==> src/rtl/uart_tx_arbiter.sv <==
// rtl/uart_tx_arbiter.sv - round-robin arbiter sharing the UART TX register port between two byte requesters
// Brings the UART out of reset, then drains two per-requester FIFOs via poll-then-write transactions.
module uart_tx_arbiter #(
  parameter logic [31:0] BAUD_DIV = 32'h1B8,
  parameter int          DEPTH    = 4,
  parameter logic [15:0] TIMEOUT  = 16'hFFFF
) (
  input  logic        clk_i,
  input  logic        rst_ni,
  input  logic        req0_valid_i,
  input  logic [7:0]  req0_data_i,
  output logic        req0_ready_o,
  input  logic        req1_valid_i,
  input  logic [7:0]  req1_data_i,
  output logic        req1_ready_o,
  output logic        uart_req_o,
  output logic        uart_we_o,
  output logic [31:0] uart_addr_o,
  output logic [31:0] uart_wdata_o,
  input  logic        uart_ready_i,
  input  logic [31:0] uart_rdata_i,
  output logic        busy_o,
  output logic        grant_o,
  output logic        err_o
);

  localparam int          PW          = $clog2(DEPTH);
  localparam logic [PW:0] FULL        = (PW + 1)'(DEPTH);
  localparam logic [31:0] ADDR_CTRL   = 32'h0000_0000;
  localparam logic [31:0] ADDR_STATUS = 32'h0000_0004;
  localparam logic [31:0] ADDR_BAUD   = 32'h0000_0008;
  localparam logic [31:0] ADDR_DATA   = 32'h0000_000C;
  localparam logic [31:0] CTRL_EN     = 32'h0000_0003;

  typedef enum logic [2:0] {
    INIT_CTRL,
    INIT_BAUD,
    IDLE,
    POLL,
    WRITE
  } state_e;

  state_e        state_q;
  logic          sel_q;
  logic          last_q;
  logic [15:0]   tmo_q;

  logic [7:0]    mem_q  [2][DEPTH];
  logic [PW-1:0] wptr_q [2];
  logic [PW-1:0] rptr_q [2];
  logic [PW:0]   cnt_q  [2];

  logic [7:0]    din    [2];
  logic [7:0]    head   [2];
  logic [1:0]    rdy;
  logic [1:0]    ne;
  logic [1:0]    push;
  logic [1:0]    pop;
  logic          pick;
  logic          timeout_hit;
  logic          write_done;
  logic          unused_rdata;

  // Only the TX-busy bit of the status register matters here.
  assign unused_rdata = ^uart_rdata_i[31:1];

  assign din[0] = req0_data_i;
  assign din[1] = req1_data_i;

  always_comb begin
    for (int i = 0; i < 2; i++) begin
      rdy[i]  = (cnt_q[i] != FULL);
      ne[i]   = (cnt_q[i] != '0);
      head[i] = mem_q[i][rptr_q[i]];
    end
  end

  assign push[0] = req0_valid_i & rdy[0];
  assign push[1] = req1_valid_i & rdy[1];

  assign timeout_hit = (state_q == WRITE) && !uart_ready_i && (tmo_q == TIMEOUT - 16'd1);
  assign write_done  = (state_q == WRITE) && (uart_ready_i || timeout_hit);
  assign pop[0]      = write_done && !sel_q;
  assign pop[1]      = write_done && sel_q;

  // Under contention the requester not served last wins; otherwise the only non-empty one.
  assign pick = (ne[0] && ne[1]) ? ~last_q : ne[1];

  assign req0_ready_o = rdy[0];
  assign req1_ready_o = rdy[1];
  assign busy_o       = (state_q != IDLE) || (|ne);
  assign grant_o      = sel_q;
  assign err_o        = timeout_hit;

  always_ff @(posedge clk_i) begin
    for (int i = 0; i < 2; i++) begin
      if (push[i]) begin
        mem_q[i][wptr_q[i]] <= din[i];
      end
    end
  end

  always_ff @(posedge clk_i or negedge rst_ni) begin
    if (!rst_ni) begin
      for (int i = 0; i < 2; i++) begin
        wptr_q[i] <= '0;
        rptr_q[i] <= '0;
        cnt_q[i]  <= '0;
      end
    end else begin
      for (int i = 0; i < 2; i++) begin
        if (push[i]) wptr_q[i] <= wptr_q[i] + PW'(1);
        if (pop[i])  rptr_q[i] <= rptr_q[i] + PW'(1);
        if (push[i] && !pop[i]) begin
          cnt_q[i] <= cnt_q[i] + (PW + 1)'(1);
        end else if (!push[i] && pop[i]) begin
          cnt_q[i] <= cnt_q[i] - (PW + 1)'(1);
        end
      end
    end
  end

  // Bus outputs are loaded on each transition so they hold steady until the UART accepts.
  always_ff @(posedge clk_i or negedge rst_ni) begin
    if (!rst_ni) begin
      state_q      <= INIT_CTRL;
      sel_q        <= 1'b0;
      last_q       <= 1'b1;
      tmo_q        <= '0;
      uart_req_o   <= 1'b1;
      uart_we_o    <= 1'b1;
      uart_addr_o  <= ADDR_CTRL;
      uart_wdata_o <= CTRL_EN;
    end else begin
      case (state_q)
        INIT_CTRL: begin
          if (uart_ready_i) begin
            state_q      <= INIT_BAUD;
            uart_addr_o  <= ADDR_BAUD;
            uart_wdata_o <= BAUD_DIV;
          end
        end
        INIT_BAUD: begin
          if (uart_ready_i) begin
            state_q      <= IDLE;
            uart_req_o   <= 1'b0;
            uart_we_o    <= 1'b0;
            uart_addr_o  <= '0;
            uart_wdata_o <= '0;
          end
        end
        IDLE: begin
          if (|ne) begin
            state_q     <= POLL;
            sel_q       <= pick;
            uart_req_o  <= 1'b1;
            uart_we_o   <= 1'b0;
            uart_addr_o <= ADDR_STATUS;
          end
        end
        POLL: begin
          if (uart_ready_i && !uart_rdata_i[0]) begin
            state_q      <= WRITE;
            tmo_q        <= '0;
            uart_we_o    <= 1'b1;
            uart_addr_o  <= ADDR_DATA;
            uart_wdata_o <= {24'h0, head[sel_q]};
          end
        end
        WRITE: begin
          if (write_done) begin
            state_q      <= IDLE;
            uart_req_o   <= 1'b0;
            uart_we_o    <= 1'b0;
            uart_addr_o  <= '0;
            uart_wdata_o <= '0;
            if (uart_ready_i) last_q <= sel_q;
          end else begin
            tmo_q <= tmo_q + 16'd1;
          end
        end
        default: begin
          state_q <= INIT_CTRL;
        end
      endcase
    end
  end

endmodule
==> config.mk <==
export PLATFORM = sky130hd
export DESIGN_NAME = uart_tx_arbiter
export DESIGN_NICKNAME = d
export VERILOG_FILES = /design/src/rtl/uart_tx_arbiter.sv
export SDC_FILE = /design/constraint.sdc
export NUM_CORES = 1
export LEC_CHECK = 0
export ABC_AREA = 1
export BUFFER_PORTS_ARGS = -buffer_cell sky130_fd_sc_hd__buf_2
export CAP_MARGIN = 20
export CORE_ASPECT_RATIO = 1.2
export CORE_MARGIN = 4
export CORE_UTILIZATION = 55
export DETAILED_ROUTE_END_ITERATION = 12
export GPL_TIMING_DRIVEN = 0
export MAX_ROUTING_LAYER = met4
export PLACE_DENSITY = 0.8
export SYNTH_ARGS = -nofsm -noshare
export SYNTH_HDL_FRONTEND = slang
export SYNTH_SLANG_ARGS = --single-unit
export TNS_END_PERCENT = 20
==> constraint.sdc <==
create_clock -name clk_i -period 2.4 [get_ports clk_i]
set_input_delay 0.48 -clock clk_i [delete_from_list [all_inputs] [get_ports clk_i]]
set_output_delay 0.48 -clock clk_i [all_outputs]
set_load 0.03 [all_outputs]
==> reports/metrics.cfg, run 1 <==
[synthesis]
ys_seq_elements = 112
synth-xor-area-share_pct = 2.12
synth_fa_ha_area_share_pct = 3.28
yosysTopAreaCell = edfxtp_1
ys.flop_type = edfxtp_1
postSynthAreaPerCell_um2 = 9.20
yosys_warnings = 0
synth_top_family_by_area = simple AND/OR/NAND/NOR gates
synth_edf_count = 64
syn_area_um2 = 5790
synthMuxAreaShare_pct = 0
synthSimpleGateAreaFrac_pct = 23.4
yosys.cell_types.count = 38
synth_cells = 630
async_flop_share_pct = 42.9
ys_seq_area_share_pct = 54.0
synth_compound_area_share_pct = 4.99
synth_top_area_share_pct = 33.2
synth_top_cells_by_area = edfxtp_1 (33%), dfrtp_1 (19%), nand2_1 (10%)

[timing]
skew_ps = 13.2
fin_ws_ps = 73.9
setup_viol = 0
drv_slew = 0
fmax_ghz = 0.430
worstMarginPinSlew_ps = 797
setup_tns_ps = 0
relSlewSlack_pct = 46.6
finalCriticalPeriod_ps = 2330
final_hold_viol_count = 0
fin_crit_sh_pct = 96.9
whs_ps = 338

[critical_path]
crit_start = tmo_q[0]
worst-path-stages = 12
cp-end-kind = flip-flop
reg2reg_slack_ps = 70
r2r-start = tmo_q[0]
cp.required_ps = 2630
r2r_cells = 12
arrival_ps = 2560
start_kind = flip-flop
cp_max_fo = 4
crit_type = reg -> reg
critPathBufInv = 2
r2r_end = cnt_q[4]
crit_chain = inv_1 -> ha_2 -> nand3_1 -> nor2_1 -> nand2_2 -> a21oi_4 -> nand2_2 -> ha_2 -> inv_2 -> fa_1 -> nor2_1 -> a21oi_1
cp-endpoint = cnt_q[4]
max_stage_delay_ps = 400
path_delay_family = adder cells
cp_slowest_cell = fa_1

[placed_design]
preCtsSetupSlack_ps = -215
placedCellCount = 847
dpl.hpwl_mm = 8.69
place.gp.congestion = 0.885
dpl_cell_area_um2 = 6350
port_buffers = 39

[clock_network]
cts_tree = done
cts-root-buf = clkbuf_16
cts_buffers = 9
insertion_delay_ps = 360
clk_pin_slew_worst_paths_ps = 80
cts.sinks = 112
cts_buffer_depth = 2
h-tree-depth = 3

[route]
vias = 4326
drt_wl_total_mm = 11.8
dr.pass1.iters = 5
drc = 0
wl_per_cell_um = 13.5
ant_nets = 0
vias_per_cell = 4.97
drt-initial-drc-count = 269

[cells_and_area]
mostFrequentLayoutCell = nand2_1
diodes = 0
postLayoutCoreUtil_pct = 66.3
layout-drive-gt1-share_pct = 20.8
stdcell_count = 870
nNetsFinal = 806
mostFrequentLayoutCells = nand2_1 (157), nor2_1 (75), edfxtp_1 (64)
fillers = 789
area_growth_pct = 16.2
design_area_um2 = 6730

[global_route]
grt_usage_pct = 20.6
grt_max_degree = 49
grt_pass1_vias = 4103
grt_antenna_before_repair = 0
grt-ovfl-total = 0
grt_first_pass_wirelength_mm = 19.1

[floorplan]
core_um2 = 10200
io_pins = 124
dieWidth_um = 102
dieArea_um2 = 12200
core.rowCount = 40
die_h_um = 120
initial_core_util_pct = 57.0

[pwr]
p_total_mw = 7.37
ir_drop_mv = 0.708
p_leak_nw = 3.17
p_per_area_nw_per_um2 = 1090

[status]
status = complete, no violations

[flow_run]
drv_cap = 0

[worst_hold_path]
hold_path_class = in -> reg

[per-layer routing]
layer  up-vias  GRT usage [%]  wire length (µm)
li1       2159              -                 -
met1      2003           24.7              4530
met2       141           34.9              6180
met3        23           2.25               791
met4         0           8.89               271
met5         -              -                 0
[power by group]
part,switching (mW),internal (mW),leakage [nW]
combinational,2.12,0.994,1.85
sequential,0.276,2.59,1.19
clock,0.682,0.710,0.130
[kinds of logic after synthesis]
kind of cell / count (synthesis)
other: 1
xor gates and xnor gates: 14
DFF: 112
buffers and inverters: 127
and+or+nand+nor: 311
adders and majority gates: 14
AOI/OAI and AO/OA: 51
[worst min path at each step]
stage	from	end	slack (ps)	depth (start not counted)
after floorplan	rst_ni	cnt_q[0]	180	0
final	req1_data_i[2]	mem_q[0][34]	340	1
after global placement	uart_req_o	uart_req_o	450	2
after CTS	req1_data_i[2]	mem_q[0][34]	330	1
after detailed placement	uart_we_o	uart_we_o	460	2
after global routing	req1_data_i[7]	mem_q[0][47]	340	1
[sequential cells by signal, indices dropped and copies added, names as in the netlist]
register / count
uart_wdata_o: 9
cnt_q: 6
grant_o: 1
state_q: 3
uart_req_o: 1
uart_addr_o: 2
uart_we_o: 1
tmo_q: 16
rptr_q: 4
wptr_q: 4
last_q: 1
mem_q: 64
[synthesized netlist by cell type, types with 3 or more instances]
library cell and instances:
nand4_1 10, nand2_2 3, xnor2_1 4, buf_2 6
inv_2 5, o21ai_1 4, buf_4 53, dfstp_2 5
o211ai_1 9, edfxtp_1 64, o21ai_0 28, inv_1 52
nand3_1 50, a21oi_1 7, nor2_1 75, xor2_1 10
nand2_1 160, ha_1 12, dfrtp_1 43, clkbuf_1 7
[area by class of cell]
| cell class | instances | area (µm²) | area share (%) |
|---|---|---|---|
| multi-input cells | 443 | 2200 | 32.6 |
| well taps | 126 | 158 | 2.34 |
| flip-flops and latches | 112 | 3130 | 46.5 |
| clock buffers | 10 | 229 | 3.40 |
| plain buffers | 68 | 484 | 7.19 |
| inverters | 59 | 224 | 3.33 |
| repair buffers | 46 | 265 | 3.94 |
| clock inverters | 6 | 45.0 | 0.669 |
[worst reg2reg max path, cell delays in order, from the launching register on]
cell     delay (ps)
dfrtp_1         380
inv_1            90
ha_2            200
nand3_1          90
nor2_1          140
nand2_2         110
a21oi_4         240
nand2_2         110
ha_2            200
inv_2            70
fa_1            400
nor2_1          120
a21oi_1          60
[repair_timing]
action | 4_1_cts | 5_1_grt
gates resized for setup | 7 | 9
endpoints found under the setup margin | 5 | 5
endpoints found under the hold margin | 0 | 7
hold buffers | 0 | 1
pin swaps | 2 | 3
buffers inserted | 3 | 2
No activity file was read; power rests on OpenSTA's default activity.
==> inputs of run 2 (changes only) <==
--- a/config.mk
+++ b/config.mk
@@ -5,12 +5,10 @@
 export SDC_FILE = /design/constraint.sdc
 export NUM_CORES = 1
 export LEC_CHECK = 0
-export ABC_AREA = 1
 export BUFFER_PORTS_ARGS = -buffer_cell sky130_fd_sc_hd__buf_2
 export CAP_MARGIN = 20
-export CORE_ASPECT_RATIO = 1.2
 export CORE_MARGIN = 4
-export CORE_UTILIZATION = 55
+export CORE_UTILIZATION = 54
 export DETAILED_ROUTE_END_ITERATION = 12
 export GPL_TIMING_DRIVEN = 0
 export MAX_ROUTING_LAYER = met4
==> run 2 against run 1 <==
  * The flow now finishes with violations (setup timing)
  * Core utilization rose by 1.1 points
  * Largest cell class unchanged
  * Combinational power shrank 23%
  * Critical path depth is 2 lower
  * Design area decreased by 2.3%
  * Clock skew down 2.7 ps
  * Power down 13%
  * Clock-buffer cell count did not move
  * Global-route usage shrank 0.31 points
  * Clock power is 17% lower
  * Hold slack got worse by 27 ps
==> reports/metrics.cfg, run 2 <==
[status]
status = finished with violations
violations = setup timing

[synthesis]
ys_seq_elements = 112
synth.most_common_cell = edfxtp_1
yosysTopAreaCell = edfxtp_1
synth_edf_count = 64
syn_area_um2 = 5420
async_flop_share_pct = 42.9
yosys.cell_types.count = 56
postSynthAreaPerCell_um2 = 12.9
yosys_warnings = 0
ys.flop_type = edfxtp_1
synth_top_area_share_pct = 35.5
ys_seq_area_share_pct = 57.7
synth_cells = 421
synth_top_cells_by_area = edfxtp_1 (35%), dfrtp_1 (20%), buf_4 (7.3%)
netlist_top_cells_count = edfxtp_1 (64), buf_4 (53), dfrtp_1 (43), o21ai_0 (35), nand2_1 (25)

[cells_and_area]
mostFrequentLayoutCells = buf_4 (84), edfxtp_1 (64), conb_1 (53)
layout-drive-gt1-share_pct = 35.5
nNetsFinal = 626
diodes = 0
area_growth_pct = 21.4
mostFrequentLayoutCell = buf_4
largest_reg_flops = 64
postLayoutCoreUtil_pct = 67.3

[critical_path]
crit_chain = nand4_1 -> nor4_4 -> buf_4 -> buf_6 -> or2_4 -> nand3_4 -> ha_4 -> inv_2 -> fa_2 -> mux2_4
crit_type = reg -> reg
start_kind = flip-flop
max_stage_delay_ps = 410
cp_max_fo = 4
cp_slowest_cell = dfrtp_1
cp-end-kind = flip-flop
arrival_ps = 2890
reg2reg_slack_ps = -220
cp.required_ps = 2670

[timing]
worstMarginPinSlew_ps = 770
skew_ps = 10.6
relSlewSlack_pct = 48.4
finalCriticalPeriod_ps = 2620
setup_tns_ps = -621
fin_ws_ps = -222
final_hold_viol_count = 0
drv_slew = 0
fmax_ghz = 0.381
fin_crit_sh_pct = 109
rsz0062_at_grt = true
setup_viol = 6

[route]
drt-initial-drc-count = 244
vias_per_cell = 5.36
vias = 3734
ant_nets = 0
wl_per_cell_um = 16.6
dr.pass1.iters = 5
drc = 0
drt_wl_total_mm = 11.6

[clock_network]
insertion_delay_ps = 370
clk_pin_slew_worst_paths_ps = 120
h-tree-depth = 3
cts-root-buf = clkbuf_8
cts_tree = done
cts_buffer_depth = 2
cts_buffers = 9
cts.sinks = 112

[floorplan]
core_um2 = 9770
dieWidth_um = 108
die_h_um = 108
dieArea_um2 = 11700
initial_core_util_pct = 55.5
io_pins = 124
core.rowCount = 36

[placed_design]
dpl.hpwl_mm = 7.44
port_buffers = 39
place.gp.congestion = 0.859

[global_route]
grt_pass1_vias = 3559
grt-ovfl-total = 0
grt_max_degree = 49
grt_usage_pct = 20.2
grt_first_pass_wirelength_mm = 17.7
grt_antenna_before_repair = 0

[worst_hold_path]
hold_path_class = in -> reg

[pwr]
p_total_mw = 6.41
ir_drop_mv = 0.593
p_leak_nw = 2.89
p_per_area_nw_per_um2 = 974

[flow_run]
drv_cap = 0

run 2: path summary, 6_finish.rpt:
path | start | endpoint | depth (start not counted)
setup / recovery | tmo_q[4] | cnt_q[1] | 10
hold / removal | req1_data_i[6] | mem_q[0][62] | 1
setup reg to reg | tmo_q[4] | cnt_q[1] | 10
hold reg to reg | uart_req_o | uart_req_o | 1
max in group asynchronous | rst_ni | uart_wdata_o[0] | 3
min in group asynchronous | rst_ni | tmo_q[9] | 2
run 2: repair_timing:
action / in CTS / in global routing
pin swaps: 10 / 12
setup buffers: 25 / 12
resized for setup: 20 / 12
hold buffers: 0 / 1
setup endpoints to repair: 5 / 7
endpoints found under the hold margin: 0 / 12
run 2: cells by family (layout without fill, tap and decap cells):
family | after synthesis | after routing | synth area share, %
compound gates | 75 | 75 | 8.36
xor+xnor | 12 | 12 | 1.94
fa+ha+maj | 14 | 14 | 3.51
buf+inv | 83 | 174 | 9.67
flops | 112 | 112 | 57.7
mux | 27 | 27 | 8.75
other cells | 1 | 53 | 0.0692
simple gates | 97 | 97 | 9.97
run 2: per-stage QoR:
| step | instances | cell area, µm² | hold WS (ps) | setup WS, ps |
|---|---|---|---|---|
| 6_report | 697 | 6580 | 311 | -222 |
| 5_1_grt | 697 | 6580 | 296 | -318 |
| 4_1_cts | 683 | 6430 | 298 | -138 |
| 3_5_place_dp | 645 | 5980 | 474 | -359 |
| 3_3_place_gp | 645 | 5980 | 473 | -335 |
| 2_1_floorplan | 473 | 5620 | 184 | -85.1 |
run 2: layout make-up:
class                      instances  area (µm²)
buffer                            68         460
clock buffer                      10         138
clock inverter                     6        67.6
fill                             695        3190
inverter                          14        52.6
multi-input combinational        278        2060
sequential                       112        3140
tap                              133         166
timing repair buffer              76         503
run 2: routing by layer:
metal,track usage [%],vias up,wire [µm]
met5,-,-,0
met4,7.75,0,348
met1,25.3,1781,4520
met3,3.76,35,936
met2,33.1,210,5790
li1,-,1708,-
run 2: power breakdown:
part | internal, mW | switching (mW) | total (mW)
clock | 0.444 | 0.713 | 1.16
sequential | 2.57 | 0.298 | 2.86
combinational | 0.964 | 1.42 | 2.39
run 2: worst max-delay path: cells and delay by family, from the launching register on:
family	cells	cell delay (ps)
flops	1	410
mux	1	270
fa+ha+maj	2	590
buf+inv	3	320
simple gates	4	910
